[src/rtl/rv32i_types.sv]
// Shared types for the instruction fetch front end: fetch FSM encoding and
// the prefetch queue entry layout.
package rv32i_types;

    typedef enum logic [1:0] {
        FS_IDLE = 2'd0,
        FS_REQ  = 2'd1,
        FS_DROP = 2'd2
    } fetch_state_t;

    // 65-bit queue entry: first-after-redirect flag, head PC, fetched word.
    typedef struct packed {
        logic        j;
        logic [31:0] pc;
        logic [31:0] data;
    } fq_entry_t;

    // Bit 1 of the PC is only meaningful on the entry that starts a redirect.
    function automatic logic [31:0] entry_pc(input logic [29:0] word_addr,
                                             input logic        pc_lo,
                                             input logic        j);
        return {word_addr, pc_lo & j, 1'b0};
    endfunction

endpackage

[src/rtl/fetch_fifo.sv]
// DEPTH-entry FIFO of fetched words; head is read combinationally from storage
// and a flush empties it in one cycle.
module fetch_fifo
    import rv32i_types::*;
#(
    parameter int unsigned DEPTH = 4
) (
    input  logic                     clk,
    input  logic                     rst_n,
    input  logic                     flush,
    input  logic                     push,
    input  logic                     pop,
    input  fq_entry_t                push_entry,
    output fq_entry_t                head,
    output logic [$clog2(DEPTH):0]   count,
    output logic                     empty,
    output logic                     full
);

    localparam int unsigned PW = $clog2(DEPTH);
    localparam logic [PW:0] FULL_CNT = (PW + 1)'(DEPTH);

    fq_entry_t         mem [DEPTH];
    logic [PW-1:0]     rd_ptr;
    logic [PW-1:0]     wr_ptr;
    logic              push_ok;
    logic              pop_ok;

    always_comb begin
        push_ok = push && !full;
        pop_ok  = pop && !empty;
        empty   = (count == '0);
        full    = (count == FULL_CNT);
        head    = mem[rd_ptr];
    end

    always_ff @(posedge clk) begin
        if (push_ok && !flush) begin
            mem[wr_ptr] <= push_entry;
        end
    end

    // Pointers wrap naturally since DEPTH is a power of two.
    always_ff @(posedge clk or negedge rst_n) begin
        if (!rst_n) begin
            rd_ptr <= '0;
            wr_ptr <= '0;
            count  <= '0;
        end else if (flush) begin
            rd_ptr <= '0;
            wr_ptr <= '0;
            count  <= '0;
        end else begin
            if (push_ok) begin
                wr_ptr <= wr_ptr + 1'b1;
            end
            if (pop_ok) begin
                rd_ptr <= rd_ptr + 1'b1;
            end
            if (push_ok && !pop_ok) begin
                count <= count + 1'b1;
            end else if (pop_ok && !push_ok) begin
                count <= count - 1'b1;
            end
        end
    end

endmodule

[src/rtl/prefetch_queue.sv]
// Instruction prefetch queue: a single-outstanding fetch FSM filling a small
// FIFO, flushed and restarted on redirect.
module prefetch_queue
    import rv32i_types::*;
#(
    parameter int unsigned DEPTH    = 4,
    parameter logic [31:0] RESET_PC = 32'h0000_0060
) (
    input  logic        clk,
    input  logic        rst_n,
    input  logic        redirect,
    input  logic [31:0] redirect_pc,
    input  logic        consume,
    output logic        imem_read,
    output logic [31:0] imem_address,
    input  logic        imem_resp,
    input  logic [31:0] imem_rdata,
    output logic        out_valid,
    output logic [31:0] out_rdata,
    output logic [31:0] out_pc,
    output logic        out_j
);

    localparam int unsigned CW = $clog2(DEPTH) + 1;
    localparam logic [CW-1:0] DEPTH_CNT = CW'(DEPTH);

    fetch_state_t   state;
    fetch_state_t   state_d;
    logic [29:0]    fetch_word;
    logic [29:0]    fetch_word_d;
    logic [29:0]    req_word;
    logic [29:0]    req_word_d;
    logic           j_pending;
    logic           j_pending_d;
    logic           pc_lo;
    logic           pc_lo_d;
    logic           resp_fire;
    logic           push;
    logic           pop;
    logic [CW-1:0]  fifo_count;
    logic [CW-1:0]  count_post;
    logic           fifo_empty;
    logic           fifo_full;
    fq_entry_t      push_entry;
    fq_entry_t      head;
    logic           unused_pc0;

    assign unused_pc0 = redirect_pc[0];

    // Redirect wins over both the push and the consume of the same cycle.
    always_comb begin
        resp_fire = (state == FS_REQ) && imem_resp;
        push      = resp_fire && !redirect;
        pop       = consume && !fifo_empty && !redirect;

        count_post = fifo_count;
        if (redirect) begin
            count_post = '0;
        end else if (push && !pop) begin
            count_post = fifo_count + 1'b1;
        end else if (pop && !push) begin
            count_post = fifo_count - 1'b1;
        end

        push_entry.j    = j_pending;
        push_entry.pc   = entry_pc(fetch_word, pc_lo, j_pending);
        push_entry.data = imem_rdata;
    end

    always_ff @(posedge clk or negedge rst_n) begin
        if (!rst_n) begin
            state <= FS_IDLE;
        end else begin
            state <= state_d;
        end
    end

    always_comb begin
        state_d = state;
        unique case (state)
            FS_IDLE: begin
                state_d = fifo_full ? FS_IDLE : FS_REQ;
            end
            FS_REQ: begin
                if (redirect) begin
                    state_d = imem_resp ? FS_REQ : FS_DROP;
                end else if (imem_resp) begin
                    state_d = (count_post < DEPTH_CNT) ? FS_REQ : FS_IDLE;
                end
            end
            FS_DROP: begin
                if (imem_resp) begin
                    state_d = FS_REQ;
                end
            end
            default: state_d = FS_IDLE;
        endcase
    end

    // req_word is what the memory sees; it only moves when a fresh request
    // starts, so an abandoned read in FS_DROP keeps its original address.
    always_comb begin
        fetch_word_d = fetch_word;
        j_pending_d  = j_pending;
        pc_lo_d      = pc_lo;
        if (redirect) begin
            fetch_word_d = redirect_pc[31:2];
            j_pending_d  = 1'b1;
            pc_lo_d      = redirect_pc[1];
        end else if (push) begin
            fetch_word_d = fetch_word + 30'd1;
            j_pending_d  = 1'b0;
        end

        req_word_d = req_word;
        if (state_d == FS_REQ && (state != FS_REQ || imem_resp)) begin
            req_word_d = fetch_word_d;
        end
    end

    always_ff @(posedge clk or negedge rst_n) begin
        if (!rst_n) begin
            fetch_word <= RESET_PC[31:2];
            req_word   <= RESET_PC[31:2];
            j_pending  <= 1'b1;
            pc_lo      <= 1'b0;
        end else begin
            fetch_word <= fetch_word_d;
            req_word   <= req_word_d;
            j_pending  <= j_pending_d;
            pc_lo      <= pc_lo_d;
        end
    end

    always_comb begin
        imem_read    = (state == FS_REQ) || (state == FS_DROP);
        imem_address = {req_word, 2'b00};
        out_valid    = !fifo_empty;
        out_rdata    = head.data;
        out_pc       = head.pc;
        out_j        = head.j;
    end

    fetch_fifo #(
        .DEPTH (DEPTH)
    ) u_fifo (
        .clk        (clk),
        .rst_n      (rst_n),
        .flush      (redirect),
        .push       (push),
        .pop        (pop),
        .push_entry (push_entry),
        .head       (head),
        .count      (fifo_count),
        .empty      (fifo_empty),
        .full       (fifo_full)
    );

endmodule

[config.mk]
export PLATFORM = sky130hd
export DESIGN_NAME = prefetch_queue
export DESIGN_NICKNAME = d
export VERILOG_FILES = /design/src/rtl/rv32i_types.sv /design/src/rtl/fetch_fifo.sv /design/src/rtl/prefetch_queue.sv
export SDC_FILE = /design/constraint.sdc
export NUM_CORES = 1
export LEC_CHECK = 0
export BUFFER_PORTS_ARGS = -buffer_cell sky130_fd_sc_hd__buf_2
export CORE_MARGIN = 5
export CORE_UTILIZATION = 30
export CTS_BUF_LIST = sky130_fd_sc_hd__clkbuf_16
export DETAILED_ROUTE_END_ITERATION = 7
export HOLD_SLACK_MARGIN = 0.06
export PLACE_DENSITY = 0.51
export SLEW_MARGIN = 20
export SYNTH_ARGS = -nofsm -noshare
export SYNTH_HDL_FRONTEND = slang
export SYNTH_HIERARCHICAL = 1
export SYNTH_SLANG_ARGS = --single-unit
[constraint.sdc]
create_clock -name clk -period 5.9 [get_ports clk]
set_input_delay 0 -clock clk [delete_from_list [all_inputs] [get_ports clk]]
set_output_delay 0 -clock clk [all_outputs]
set_load 0.02 [all_outputs]
==> reports/qor.yml, run 1 <==
placement:
  place_ws_ps: 3026
  gp_routability_congestion: 0.7444
  port-buffer-count: 164
  dp_hpwl_mm: 19.21
synth:
  yosysTopAreaCellShare: 0.5918
  yosys-top-cells-area: "edfxtp_1 59%, dfrtp_1 13%, mux4_2 11%"
  synth-edff-count: 260
  synth-seq-area-share: 0.7270
  synthCells: 705
  synth_top_flop_cell: "edfxtp_1"
  yosysTopAreaCell: "edfxtp_1"
  ys_seq_elements: 331
  syn-mean-instance-area_um2: 18.71
  ys_async_sr_fraction: 0.2145
  syn-cell-area_um2: 13190
  yosys_warnings: 6
  library_cells_used_by_synthesis: 58
power_and_ir_drop:
  design_power_total_mw: 6.079
  power.density_nw_per_um2: 368.5
  vdd_ir_drop_max_mv: 0.2230
  leakage_power_summed_over_all_cells_nw: 5.791
detailed_routing:
  wl_mm: 31.56
  post_detailed_route_drc_marker_count: 0
  dr.first_iter.drc_count: 400
  drt_first_pass_iters: 4
  routedWlPerCell_um: 20.03
  routed-via-count: 7296
  post_drt_antenna_nets: 0
  routed_via_density: 4.629
timing:
  report.final.hold_viol_count: 0
  period_needed_ps: 3049
  finalMaxSlewViolations: 0
  timing_worst_slew_pin_value_ps: 1001
  final.hold.worst_slack_ps: 158.6
  fmax_ghz: 0.3279
  finalClockSkew_ps: 23.13
  grt_setup_unrepaired: "false"
  setup_viol_count_final: 0
  final.setup.worst_slack_ps: 2851
  finalCritPeriodShare: 0.5169
  timing.slew.headroom: 0.3324
floorplan:
  effective_utilization_at_floorplan: 0.3049
  placeableCoreArea_um2: 43270
  die_y_um: 219.7
  std_cell_rows: 76
  die_area_um2: 48270
  pin_count: 168
  die_width_um: 219.7
setup_path:
  cp_data_arrival_time_ps: 3050
  crit_chain: "buf_4, mux4_2, buf_2"
  critical_path.reg2reg.endpoint: "u_fifo/mem[3][8]"
  setup.worst_path.end: "out_rdata[3]"
  worst_setup_path_class: "register to output pin"
  timing.critical_path.slowest_cell_delay_ps: 1010
  reg2reg_from: "state[1]"
  worst_setup_path_end_kind: "output pin"
  reg2reg_depth: 7
  top_fanout_value_on_the_critical_path: 39
  crit_slowest_cell: "dfrtp_4"
  critPathRequiredTime_ps: 5900
  crit_path_start_kind: "register"
  critical_path.startpoint: "u_fifo/rd_ptr[0]"
  reg2reg_setup_slack_ps: 3030
cts:
  cts_max_level: 2
  clock_insertion_delay_worst_skew_ps: 540
  post_cts.resized_instances: 0
  clock_tree_from_tritoncts: "done"
  clkSinkCount: 331
  clock_tree.buffer_depth: 3
  post-cts-setup-buffers: 0
  clkSlewWorstSetupHoldPaths_ps: 60
  clk_root_buffer_cell: "clkbuf_16"
  tritoncts.num_buffers: 37
status:
  status: "finished, final reports clean"
grt:
  globalRouteTotalUtil: 0.1300
  grt_start_max_net_pins: 72
  first_global_vias: 7641
  grt_first_pass_wirelength_mm: 47.22
  grt.overflow.total: 0
  grt_antenna_before_repair: 1
worst_hold_path:
  min-delay-path-class: "input port to async pin"
final_layout:
  area_growth_pct: 25.07
  finish.utilization: 0.3813
  nFillCells: 3988
  final_layout_size_suffix_gt1_frac: 0.3354
  fin_nets: 1042
run:
  cap_violations: 0
==> how the worst min path moves through the flow <==
stage,startpoint,to,slack [ps],cells after the start
2_1_floorplan,rst_n,fetch_word[0],-300,0
3_3_place_gp,imem_rdata[29],u_fifo/mem[1][29],220,1
3_5_place_dp,imem_rdata[13],u_fifo/mem[1][13],220,1
4_1_cts,consume,u_fifo/rd_ptr[0],110,6
5_1_grt,consume,u_fifo/rd_ptr[0],180,6
6_report,rst_n,req_word[28],160,2
==> worst max-delay path, delay by kind of cell, from the launching register on <==
kind	cells	cell delay (ps)
flip-flops	1	1010
buffers and inverters	2	830
multiplexers	1	620
==> flip-flops by register name, summed over array words and instances, names as in the netlist <==
register       flops
state              2
pc_lo              1
u_fifo/wr_ptr      2
u_fifo/mem       260
req_word          30
fetch_word        30
j_pending          1
u_fifo/rd_ptr      2
u_fifo/count       3
==> routing by layer <==
layer  vias up  wire, um  track usage
li1       3334         -            -
met1      3721     13900       0.1714
met2       189     15160       0.2129
met3        52      1765      0.03036
met4         0       737      0.04389
met5         -         0            0
==> kinds of logic (layout without fill, tap and decap cells) <==
family,after synthesis,in the layout,synth area share
flip-flops,331,331,0.7270
AND/OR/NAND/NOR,133,133,0.05643
multiplexers,98,98,0.1389
AO/OA/AOI/OAI,64,64,0.03177
buffers and inverters,53,333,0.02532
XOR/XNOR,14,14,0.009295
adder cells (fa/ha/maj),11,11,0.01100
other,1,7,0.0002842
==> cell usage after synthesis, types with 5 or more instances <==
cell	count
dfrtp_1	66
clkbuf_1	10
xnor2_1	5
buf_2	11
mux4_2	65
a31oi_1	12
mux2_2	22
nand2_1	28
inv_1	16
nor2_1	28
or4_1	13
edfxtp_1	260
a21oi_1	6
mux2_1	9
and3_1	5
o31ai_1	10
o21ai_0	18
ha_1	10
buf_4	7
and4_1	5
nand4_1	10
xor2_1	9
nand3_1	14
dfstp_2	5
==> cells in the final DEF (no fill, tap or decap), drive strengths merged, types with 26 or more instances in the layout <==
master | Yosys | routed
mux2 | 31 | 31
buf | 27 | 176
inv | 16 | 26
dfrtp | 66 | 66
clkbuf | 10 | 37
edfxtp | 260 | 260
nand2 | 29 | 29
nor2 | 28 | 28
dlygate4sd3 | 0 | 74
mux4 | 65 | 65
==> per-stage QoR <==
stage / instances / setup TNS, ps / area [um^2]
finish: 1576 / 0 / 16500
floorplan: 710 / -159250 / 13210
global route: 1576 / 0 / 16500
CTS: 1575 / 0 / 16500
detailed placement: 1434 / 0 / 14610
global placement: 1434 / 0 / 14610
==> area by class of cell <==
cell class,instances,area (um^2),share of cell area
Antenna cell,1,2.502,0.0001517
Clock buffer,37,925.9,0.05612
Clock inverter,30,219.0,0.01327
Inverter,16,60.06,0.003640
Multi-Input combinational cell,326,3308,0.2005
Sequential cell,331,9598,0.5817
Tap cell,585,732.0,0.04436
Timing Repair Buffer,250,1654,0.1003
==> power by group <==
group	leakage, nW	switching (mW)	internal (mW)	total, mW
clock	0.585	0.910	1.27	2.18
sequential	3.17	0.149	2.73	2.88
combinational	2.04	0.583	0.433	1.02
total	5.79	1.64	4.44	6.08
==> repair_timing <==
action                                 in CTS  in global routing
endpoints found under the hold margin     259                  0
setup endpoints to repair                   0                  0
hold buffers                               74                  0
No activity file was read; power rests on OpenSTA's default activity.
==> run 2: changes to the inputs <==
--- a/config.mk
+++ b/config.mk
@@ -11,7 +11,7 @@
 export CTS_BUF_LIST = sky130_fd_sc_hd__clkbuf_16
 export DETAILED_ROUTE_END_ITERATION = 7
 export HOLD_SLACK_MARGIN = 0.06
-export PLACE_DENSITY = 0.51
+export PLACE_DENSITY = 0.49
 export SLEW_MARGIN = 20
 export SYNTH_ARGS = -nofsm -noshare
 export SYNTH_HDL_FRONTEND = slang
==> constraint.sdc (replaced) <==
create_clock -name clk -period 2.9 [get_ports clk]
set_input_delay 0 -clock clk [delete_from_list [all_inputs] [get_ports clk]]
set_output_delay 0 -clock clk [all_outputs]
set_load 0.02 [all_outputs]
==> run 2 against run 1 <==
Effect of this change: core utilization increased by 0.74 points; routed wire length is 0.26% higher; total power grew 110%; critical endpoint is now req_word[15]; sequential share of layout area down 1.1 points; combinational power is 110% higher; setup slack worse by 2500 ps; hold slack worse by 24 ps; count of clock-buffer cells in the layout increased by 4.
==> reports/qor.yml, run 2 (same netlist as run 1, synthesis figures left out) <==
floorplan:
  die_area_um2: 48270
  die_width_um: 219.7
  effective_utilization_at_floorplan: 0.3049
  pin_count: 168
  std_cell_rows: 76
  placeableCoreArea_um2: 43270
  die_y_um: 219.7
cts:
  clock_tree.buffer_depth: 3
  cts_hold_repair.buffers: 80
  post-cts-setup-buffers: 0
  clkSlewWorstSetupHoldPaths_ps: 60
  clk_root_buffer_cell: "clkbuf_16"
  clock_insertion_delay_worst_skew_ps: 540
  tritoncts.num_buffers: 39
  clock_tree_from_tritoncts: "done"
  cts_max_level: 2
  clkSinkCount: 331
  post_cts.resized_instances: 0
grt:
  first_global_vias: 7794
  grt.overflow.total: 0
  globalRouteTotalUtil: 0.1321
  grt_start_max_net_pins: 72
  grt_antenna_before_repair: 0
  grt_first_pass_wirelength_mm: 48.16
power_and_ir_drop:
  netSwitchingFraction: 0.2665
  design_power_total_mw: 12.68
  leakage_power_summed_over_all_cells_nw: 5.946
  power.internal_mw: 9.304
  power.density_nw_per_um2: 754.2
  share_comb_of_total_power: 0.171
  sequentialPowerShare: 0.461
  vdd_ir_drop_max_mv: 0.4298
  power_switching_mw: 3.380
  power.share.clock: 0.368
placement:
  placement_cell_area_um2: 14790
  gp_routability_congestion: 0.7246
  dp_hpwl_mm: 19.56
  port-buffer-count: 164
  place_ws_ps: 373.8
final_layout:
  antenna-diode-count: 0
  nFillCells: 4032
  final_layout_size_suffix_gt1_frac: 0.3410
  fin_nets: 1058
  largest_register_ffs: 260
  layout_common_cells: "260 x edfxtp_1, 163 x buf_2, 80 x dlygate4sd3_1"
  area_growth_pct: 27.48
  registers.top_by_ff_count: "u_fifo/mem"
  final_common_cell: "edfxtp_1"
  multi_input_comb_area_um2: 3356
  seqCellArea_um2: 9598
  top_flop_regs: "u_fifo/mem x260, fetch_word x30, req_word x30"
  stdcell_area_um2: 16820
setup_path:
  top_fanout_value_on_the_critical_path: 10
  cp_data_arrival_time_ps: 2960
  worst_setup_path_class: "register to register"
  reg2reg_from: "state[1]"
  worst_setup_path_end_kind: "register"
  critical_path.startpoint: "state[1]"
  reg2reg_depth: 7
  reg2reg_setup_slack_ps: 360
  critPathRequiredTime_ps: 3320
  critical_path.reg2reg.endpoint: "req_word[15]"
  crit_path_start_kind: "register"
detailed_routing:
  drt_first_pass_iters: 4
  post_detailed_route_drc_marker_count: 0
  wl_mm: 31.65
  dr.first_iter.drc_count: 341
  routedWlPerCell_um: 19.89
  post_drt_antenna_nets: 0
  routed_via_density: 4.634
  routed-via-count: 7372
timing:
  finalMaxSlewViolations: 0
  setup_viol_count_final: 0
  finalCritPeriodShare: 0.8749
  period_needed_ps: 2537
  report.final.hold_viol_count: 0
  final.hold.worst_slack_ps: 134.3
  final.setup.worst_slack_ps: 362.8
  fmax_ghz: 0.3941
  finalClockSkew_ps: 18.74
  timing_worst_slew_pin_value_ps: 960.3
  grt_setup_unrepaired: "false"
  timing.slew.headroom: 0.3598
run:
  cap_violations: 0
worst_hold_path:
  min-delay-path-class: "input port to async pin"
status:
  status: "finished, final reports clean"
## run 2: cell types whose count changed in the layout (fill, tap and decap cells not counted), moves of 2 or more
cell,delta
nor3b_4,+4
buf_12,+6
dlygate4sd3_1,+6
nor3b_2,-4
clkbuf_16,+4
clkinv_1,+2
buf_4,+2
## run 2: worst max-delay path, cell delays in order (launching register included)
cell and delay, ps:
dfrtp_1 410, inv_1 90, ha_1 340, and4_1 350
nand3_1 380, o311ai_0 430, nand3_1 150, mux2_2 280
## run 2: area by class of cell
class / instances / area share
clock inverters: 28 / 0.01175
multi-input cells: 326 / 0.1995
repair buffers: 264 / 0.1100
flip-flops and latches: 331 / 0.5707
inverters: 16 / 0.003571
clock buffers: 41 / 0.06100
well taps: 585 / 0.04352
## run 2: power groups by stage
| stage | registers [mW] | logic, mW | clock network, mW |
|---|---|---|---|
| floorplan | 6.11 | 1.18 | 0 |
| global placement | 5.94 | 2.12 | 0 |
| detailed placement | 5.95 | 2.13 | 0 |
| CTS | 5.86 | 2.23 | 4.84 |
| global route | 5.90 | 2.38 | 5.04 |
| finish | 5.84 | 2.17 | 4.67 |
## run 2: per-stage QoR
step                instances  utilization  setup TNS (ps)
floorplan                 710            -          -75990
finish                   1591       0.3887               0
CTS                      1591       0.3887               0
global route             1591       0.3887               0
detailed placement       1442       0.3419               0
global placement         1442       0.3419               0
## run 2: worst max path at each step
stage / to / slack, ps / cells after the start
after CTS: req_word[15] / 370 / 7
after detailed placement: req_word[15] / 370 / 7
after global placement: u_fifo/count[2] / 360 / 11
final: req_word[15] / 360 / 7
after floorplan: u_fifo/mem[0][0] / -290 / 7
after global routing: req_word[24] / 210 / 7
## run 2: per-layer routing
metal	wire (um)	up-vias	GRT usage
met5	0	-	0
met4	684	0	0.04077
met3	1627	50	0.02487
met2	14770	186	0.2128
met1	14570	3764	0.1829
li1	-	3372	-
==> run 3: changes to the inputs <==
--- a/config.mk
+++ b/config.mk
@@ -5,6 +5,7 @@
 export SDC_FILE = /design/constraint.sdc
 export NUM_CORES = 1
 export LEC_CHECK = 0
+export ABC_AREA = 1
 export BUFFER_PORTS_ARGS = -buffer_cell sky130_fd_sc_hd__buf_2
 export CORE_MARGIN = 5
 export CORE_UTILIZATION = 30
==> run 3 against run 2 <==
Effect of this change: setup slack better by 31 ps; area after synthesis rose by 4.2%; die area rose by 4.0%; routed wire length rose by 13%; hold slack better by 100 ps; sequential cell count stayed put; design area up 2.6%; clock skew hardly changed; synthesized cell count up 66%; fmax up 1.2%; sequential share of layout area fell by 1.4 points.
==> reports/qor.yml, run 3 <==
synth:
  library_cells_used_by_synthesis: 48
  syn-mean-instance-area_um2: 11.75
  synthCells: 1170
  yosys-top-cells-area: "edfxtp_1 57%, dfrtp_1 12%, nand2_1 6.1%"
  synth-edff-count: 260
  yosysTopAreaCellShare: 0.5678
  syn-cell-area_um2: 13750
  yosysTopAreaCell: "edfxtp_1"
  most_repeated_cell_in_the_gate_level_netlist_after_synthesis: "edfxtp_1"
  synth_top_cells_by_count: "260 x edfxtp_1, 222 x nand2_1, 173 x nor2_1, 113 x o21ai_0, 67 x o22ai_1"
  ys_seq_elements: 331
  synth-seq-area-share: 0.6975
  ys_async_sr_fraction: 0.2145
  yosys_warnings: 6
  synth_top_flop_cell: "edfxtp_1"
grt:
  first_global_vias: 9553
  grt_antenna_before_repair: 1
  grt_first_pass_wirelength_mm: 55.18
  grt_start_max_net_pins: 134
  grtUsageMet2: 0.2231
  grt.overflow.total: 0
  gr-usage-met3: 0.03145
  grt_most_used_layer: "met2"
  globalRouteTotalUtil: 0.1395
  grt_util_met1: 0.1910
setup_path:
  timing.critical_path.slowest_cell_delay_ps: 610
  crit_family: "simple AND/OR/NAND/NOR gates"
  critPathMostFrequentCell: "nand2_1"
  crit_buf_inv: 2
  top_fanout_value_on_the_critical_path: 10
  worst_setup_path_class: "register to register"
  crit_chain: "ha_1, nand2_1, nor2_2, inv_1, nor2_1, nand2_1, nand2_1, nand2_1, nand2_1, nand2_1, nand2_1, nand2_1, dlygate4sd3_1"
  crit_slowest_cell: "dfrtp_1"
  cp_data_arrival_time_ps: 2920
  crit_path_start_kind: "register"
  worst_setup_path_end_kind: "register"
  critPathRequiredTime_ps: 3310
floorplan:
  placeableCoreArea_um2: 45380
  die_area_um2: 50220
  die_width_um: 224.1
  std_cell_rows: 78
  effective_utilization_at_floorplan: 0.3030
  die_y_um: 224.1
  pin_count: 168
timing:
  finalClockSkew_ps: 18.75
  timing_worst_slew_pin_value_ps: 611.0
  report.final.hold_viol_count: 0
  period_needed_ps: 2506
  setup_viol_count_final: 0
  finalCritPeriodShare: 0.8641
  grt_setup_unrepaired: "false"
  timing.slew.headroom: 0.5927
  finalMaxSlewViolations: 0
  fmax_ghz: 0.3991
detailed_routing:
  wl_mm: 35.64
  routedWlPerCell_um: 17.39
  routed_via_density: 4.594
  dr.first_iter.drc_count: 597
  routed-via-count: 9417
  post_detailed_route_drc_marker_count: 0
  drt_first_pass_iters: 5
  post_drt_antenna_nets: 0
final_layout:
  final_cell_count_no_fill: 2050
  final_layout_size_suffix_gt1_frac: 0.1952
  nFillCells: 4417
  layout_common_cells: "260 x edfxtp_1, 222 x nand2_1, 169 x nor2_1"
  largest_register_ffs: 260
  seqCellArea_um2: 9595
  multi_input_comb_area_um2: 3558
  top_flop_regs: "u_fifo/mem x260, fetch_word x30, req_word x30"
  registers.top_by_ff_count: "u_fifo/mem"
  finish.utilization: 0.3801
  area_growth_pct: 25.44
  antenna-diode-count: 0
  final_common_cell: "edfxtp_1"
  fin_nets: 1502
power_and_ir_drop:
  netSwitchingFraction: 0.2904
  power.internal_mw: 8.998
  power_switching_mw: 3.683
  leakage_power_summed_over_all_cells_nw: 6.750
  power.density_nw_per_um2: 735.2
  sequentialPowerShare: 0.459
  vdd_ir_drop_max_mv: 0.4087
  power.share.clock: 0.359
  share_comb_of_total_power: 0.181
  design_power_total_mw: 12.68
cts:
  clk_root_buffer_cell: "clkbuf_16"
  tritoncts.num_buffers: 38
  clkSinkCount: 331
  clkSlewWorstSetupHoldPaths_ps: 60
  clock_tree_from_tritoncts: "done"
  cts_max_level: 2
  post_cts.resized_instances: 0
  clock_tree.buffer_depth: 3
  clock_insertion_delay_worst_skew_ps: 530
placement:
  dp_hpwl_mm: 22.16
  placed_cells_incl_taps: 1901
  port-buffer-count: 164
  gp_routability_congestion: 0.7788
run:
  cap_violations: 0
status:
  status: "finished, final reports clean"
worst_hold_path:
  min-delay-path-class: "input port to register"
==> run 3: changes by cell type after synthesis, moves of 11 or more <==
cell / previous run / this run
o22ai_1: 0 / 67
o21ai_1: 0 / 34
o21ai_0: 18 / 113
inv_1: 16 / 50
nor2_1: 28 / 173
nand3_1: 14 / 34
mux4_2: 65 / 0
mux2_2: 22 / 0
a31oi_1: 12 / 1
nand2_1: 28 / 222
or4_1: 13 / 0
==> run 3: timing repair <==
item	4_1_cts	5_1_grt
buffers inserted	0	0
hold buffers	81	0
endpoints found under the hold margin	235	0
==> run 3: cells by family (layout without fill, tap and decap cells) <==
group,after synthesis,in the layout,synth area share
compound gates,227,227,0.09108
xor+xnor,11,11,0.007006
fa+ha+maj,11,11,0.01056
buf+inv,114,389,0.04732
flops,331,331,0.6975
other cells,1,6,0.0002727
simple gates,475,475,0.1463
==> run 3: final timing paths <==
kind                                 from              to  slack [ps]  cells after the start
min                        redirect_pc[8]   fetch_word[6]         230                      4
max reg2reg                 fetch_word[0]  fetch_word[28]         390                     13
min reg2reg                   req_word[4]     req_word[4]         460                      2
min in group asynchronous           rst_n  fetch_word[21]         560                      4
max in group asynchronous           rst_n       j_pending        1880                      4
max                         fetch_word[0]  fetch_word[28]         390                     13
==> run 3: worst reg2reg max path, delay by kind of cell (launching register included) <==
kind          cells  cell delay [ps]
simple gates     10              920
buf+inv           2              630
flops             1              610
fa+ha+maj         1              240
==> run 3: stage by stage <==
stage	area, um^2	setup WS (ps)	hold WS (ps)	TNS [ps]
2_1_floorplan	13780	-532.7	-295.6	-138500
3_3_place_gp	15240	500.1	71.06	0
3_5_place_dp	15240	476.9	71.56	0
4_1_cts	17250	440.9	191.0	0
5_1_grt	17250	231.5	211.6	0
6_report	17250	394.1	234.2	0
==> run 3: final cells by class <==
type | count | share of cell area
flip-flops and latches | 331 | 0.5563
multi-input cells | 730 | 0.2063
repair buffers | 267 | 0.1127
clock buffers | 41 | 0.05948
well taps | 600 | 0.04352
inverters | 54 | 0.01204
clock inverters | 27 | 0.009648
==> run 3: per-layer routing <==
metal,up-vias,part of all wire
li1,4595,-
met5,-,0
met3,45,0.055
met4,0,0.022
met1,4540,0.46
met2,237,0.46
==> run 3: power groups by stage <==
| stage | Combinational [mW] | Clock, mW | Sequential [mW] |
|---|---|---|---|
| finish | 2.30 | 4.56 | 5.82 |
| global route | 2.57 | 4.91 | 5.88 |
| CTS | 2.35 | 4.71 | 5.83 |
| detailed placement | 2.23 | 0 | 5.92 |
| global placement | 2.22 | 0 | 5.91 |
| floorplan | 1.28 | 0 | 6.08 |
